==> src/rtl/demux_vc.sv <==
// demux_vc: registered N-way demultiplexer from a show-ahead upstream FIFO
// into NUM_CH downstream virtual-channel FIFOs. At most one word is popped
// per cycle and routed to exactly one channel, chosen either by the external
// selector or by the channel-id field in the top bits of the word. Words whose
// id is out of range are consumed and flagged on err. Per-channel saturating
// counters track how many words each channel has received.
module demux_vc #(
    parameter int DATA_SIZE = 6,
    parameter int NUM_CH    = 4,
    parameter int SEL_W     = $clog2(NUM_CH),
    parameter int SEL_MODE  = 1,
    parameter int CNT_W     = 8
) (
    input  logic                        clk,
    input  logic                        reset,
    input  logic                        en_pop,
    input  logic                        in_valid,
    input  logic [DATA_SIZE-1:0]        data_in,
    input  logic [SEL_W-1:0]            selector,
    input  logic [NUM_CH-1:0]           out_full,
    output logic                        pop,
    output logic [NUM_CH-1:0]           push,
    output logic [NUM_CH*DATA_SIZE-1:0] data_out,
    output logic                        err,
    output logic [NUM_CH*CNT_W-1:0]     cnt
);

    // NUM_CH widened by one bit so the range compare is exact for any NUM_CH.
    localparam logic [SEL_W:0] NUM_CH_W = (SEL_W + 1)'(NUM_CH);

    logic [SEL_W-1:0]            dest;
    logic                        bad;
    logic                        dest_full;
    logic                        pop_c;

    logic [NUM_CH-1:0]           push_q, push_d;
    logic [NUM_CH*DATA_SIZE-1:0] data_q, data_d;
    logic                        err_q, err_d;
    logic [NUM_CH*CNT_W-1:0]     cnt_q, cnt_d;

    // Destination decode: id field of the head word or the external selector.
    always_comb begin
        dest = (SEL_MODE != 0) ? data_in[DATA_SIZE-1 -: SEL_W] : selector;
        bad  = ({1'b0, dest} >= NUM_CH_W);
    end

    // Pop decision and next-state for the registered lanes, pulse and counters.
    always_comb begin
        // NOTE: every output of this block gets a default first, so no path
        // leaves a variable unassigned and no latch is inferred.
        dest_full = 1'b0;
        push_d    = '0;
        data_d    = '0;
        err_d     = 1'b0;
        cnt_d     = cnt_q;

        // Full flag of the addressed channel; stays 0 for an out-of-range id.
        for (int i = 0; i < NUM_CH; i++) begin
            if (dest == SEL_W'(i)) begin
                dest_full = out_full[i];
            end
        end

        // A bad word never waits on backpressure: it is always discarded.
        pop_c = !reset && en_pop && in_valid && (bad || !dest_full);
        err_d = pop_c && bad;

        for (int i = 0; i < NUM_CH; i++) begin
            if (pop_c && !bad && (dest == SEL_W'(i))) begin
                push_d[i]                          = 1'b1;
                data_d[i*DATA_SIZE +: DATA_SIZE]   = data_in;
                // Hold at all-ones instead of wrapping.
                if (!(&cnt_q[i*CNT_W +: CNT_W])) begin
                    cnt_d[i*CNT_W +: CNT_W] = cnt_q[i*CNT_W +: CNT_W] + CNT_W'(1);
                end
            end
        end
    end

    // Output and counter registers; reset clears them without waiting for clk.
    always_ff @(posedge clk or posedge reset) begin
        if (reset) begin
            // NOTE: non-blocking assignments keep every register sampling the
            // pre-edge values, independent of statement order.
            push_q <= '0;
            data_q <= '0;
            err_q  <= 1'b0;
            cnt_q  <= '0;
        end else begin
            push_q <= push_d;
            data_q <= data_d;
            err_q  <= err_d;
            cnt_q  <= cnt_d;
        end
    end

    assign pop      = pop_c;
    assign push     = push_q;
    assign data_out = data_q;
    assign err      = err_q;
    assign cnt      = cnt_q;

endmodule

==> config.mk <==
export PLATFORM = sky130hd
export DESIGN_NAME = demux_vc
export DESIGN_NICKNAME = d
export VERILOG_FILES = /design/src/rtl/demux_vc.sv
export SDC_FILE = /design/constraint.sdc
export NUM_CORES = 1
export LEC_CHECK = 0
export ABC_AREA = 1
export BUFFER_PORTS_ARGS = -buffer_cell sky130_fd_sc_hd__buf_4
export CAP_MARGIN = 40
export CORE_ASPECT_RATIO = 1.1
export CORE_MARGIN = 1
export CORE_UTILIZATION = 30
export CTS_CLUSTER_DIAMETER = 60
export DETAILED_ROUTE_END_ITERATION = 8
export GPL_TIMING_DRIVEN = 0
export PLACE_DENSITY = 0.62
export SETUP_SLACK_MARGIN = 0.3
export SLEW_MARGIN = 10
export SYNTH_ARGS = -nofsm -noshare
export SYNTH_HDL_FRONTEND = slang
export SYNTH_SLANG_ARGS = --single-unit
==> constraint.sdc <==
create_clock -name clk -period 3.75 [get_ports clk]
set_input_delay 0.1875 -clock clk [delete_from_list [all_inputs] [get_ports clk]]
set_output_delay 0.1875 -clock clk [all_outputs]
set_load 0.005 [all_outputs]
==> metrics.cfg <==
[run_status]
status=finished with violations
failed_checks=hold timing

[power]
power_frac_clock_pct=38.0
ir_worst_vdd_v=0.000153
p_sw_w=0.000412
p_leak_nw=2.05
p_per_area_nw_per_um2=419
comb_power_share_pct=14.2
p_int_w=0.00114
switching_share_pct=26.5
power_frac_seq_pct=47.8

[route]
drt_pass1_iterations=4
first_iter_violations=91
wl_per_cell_microns=12.2
vias=2381
antenna_left=0
drt-total-wl_microns=6450
drc_errors=0
routed_via_density=4.52

[critical_path]
path_class=reg -> reg
startpoint_type=flop
path_max_fanout=9
cp_data_required_time_ps=4040
end_kind=flop
crit_arrival_ps=1900

[clocking]
insertion_delay_ps=350
holdBufCountCts=0
clock_path_buffers=2
cts_tree=yes
clk_pin_slew_ps=60
h-tree-depth=3
cts-root-buf=clkbuf_8
cts.sinks=60
numCtsBuffers=9
cts_resized=0
post_cts_buffers=0

[cells_and_area]
layout_common_cells=nand2_1, buf_4, dfrtp_1
stdcell_count=527
num-nets-final=428
area_delta_synth_final_pct=32.5
layout_commonest_cell=nand2_1
n_antenna_cell=0
layout-drive-gt1-share_pct=27.1
fin_util_pct=41.5

[floorplanning]
rows=36
ios=78
start_util_pct=31.3
die_area_sq_um=9740
core_area_sq_um=8960
die_h_microns=103
dieWidth_microns=94.2

[timing]
worstMarginPinSlew_ps=731
report.final.slew_viol_count=0
final.setup_skew_ps=6.42
report.final.hold_viol_count=26
setup_tns_ps=0
period_needed_ps=1610
finalSetupViolations=0
fin_hold_ws_ps=-10.6
fin_crit_sh_pct=42.9
max_slew_margin_pct=51.3
fmax_ghz=0.621
rsz0062_at_grt=no

[synthesis]
synth-edff-count=0
seq_area_frac_synth_pct=53.5
ys_ff_latch=60
yosysWarnings=0
synth-async-reset-ratio_pct=100
synth_flop_cell=dfrtp_1
syn_area_sq_um=2810
avgSynthCellArea_sq_um=8.77
synthCells=320
ys_types=24

[grt]
gr-total-overflow=0
grt_pass1_wl_microns=10700
antenna_found_initial=0
grt_max_degree=61
grtUsageTotal_pct=14.5
grt_pass1_vias=2266

[placement]
hpwl_microns=4590
place.gp.congestion=0.819
place_inst=511
port_buffers=73

[min_path]
hold_path.class=in -> async

[job]
drv_cap=0

[registers in the layout, indices dropped and copies added, names as in the netlist]
| name | count |
|---|---|
| cnt | 32 |
| push | 4 |
| data_out | 24 |
[power groups by stage]
stage | Sequential [W] | Clock, W | Combinational, W
6_report | 0.000744 | 0.000592 | 0.000222
5_1_grt | 0.000754 | 0.000641 | 0.000253
4_1_cts | 0.000744 | 0.000611 | 0.000226
3_5_place_dp | 0.000756 | 0 | 0.000225
3_3_place_gp | 0.000754 | 0 | 0.000217
2_1_floorplan | 0.000750 | 0 | 0.000114
[per-layer routing]
layer	global-route usage, %	routed length (microns)
met5	0	0
met4	9.11	172
met3	2.56	297
met2	23.9	3150
met1	17.8	2830
[cell families (layout without fill, tap and decap cells)]
kind of cell	Yosys count	in the layout	synth area share, %
other	1	5	0.134
flip-flops	60	60	53.5
XOR/XNOR	16	16	5.00
AND/OR/NAND/NOR	192	192	31.6
AO/OA/AOI/OAI	8	8	1.43
buffers and inverters	39	128	6.51
adder cells (fa/ha/maj)	4	4	1.78
[worst max-delay path, stage by stage (launching register included)]
cell and delay [ps]:
dfrtp_1 420, ha_1 210, nand3_1 140, nor2_1 190, nand3_2 220, nand3_2 230
nand2_1 70, nand2_1 70
[final cells by class]
| class | instances | area, sq um |
|---|---|---|
| fill | 895 | 5250 |
| sequential | 60 | 1500 |
| multi-input combinational | 225 | 1140 |
| timing repair buffer | 73 | 548 |
| clock buffer | 12 | 155 |
| tap | 114 | 143 |
| inverter | 33 | 126 |
| buffer | 6 | 58.8 |
| clock inverter | 4 | 47.5 |
[Yosys cell counts (2+ instances only)]
master | count | share of area, %
nor2_1 | 32 | 4.3
nor2_2 | 2 | 0.45
buf_8 | 2 | 1.1
nand2_2 | 3 | 0.67
nand3b_1 | 3 | 0.80
buf_2 | 2 | 0.36
ha_1 | 4 | 1.8
inv_1 | 30 | 4.0
nand3_1 | 10 | 1.8
dfrtp_1 | 60 | 54
xnor2_1 | 10 | 3.1
o21ai_0 | 7 | 1.2
nand2_1 | 105 | 14
nand3_2 | 9 | 3.2
nand4_1 | 26 | 5.8
inv_2 | 2 | 0.27
xor2_1 | 6 | 1.9
[path summary, 6_finish.rpt]
| check | cells after the start | slack, ps | end | start |
|---|---|---|---|---|
| max | 7 | 2140 | cnt[23] | cnt[16] |
| min | 2 | -10 | data_out[4] | reset |
| max reg2reg | 7 | 2140 | cnt[23] | cnt[16] |
| min reg2reg | 2 | 540 | cnt[17] | cnt[17] |
| max in group asynchronous | 2 | 3290 | cnt[6] | reset |
| min in group clk | 3 | 130 | data_out[8] | data_in[2] |
[through the flow]
step	cell area (sq um)	setup slack (ps)	power (W)	hold slack (ps)
final	3720	2140	0.00156	-10.6
after floorplan	2820	2080	0.000864	356
after global placement	3510	1290	0.000971	472
after global routing	3720	1960	0.00165	58.2
after detailed placement	3510	2150	0.000981	387
after CTS	3720	2130	0.00158	9.66
Note: power is estimated with default switching activity, not from simulation.
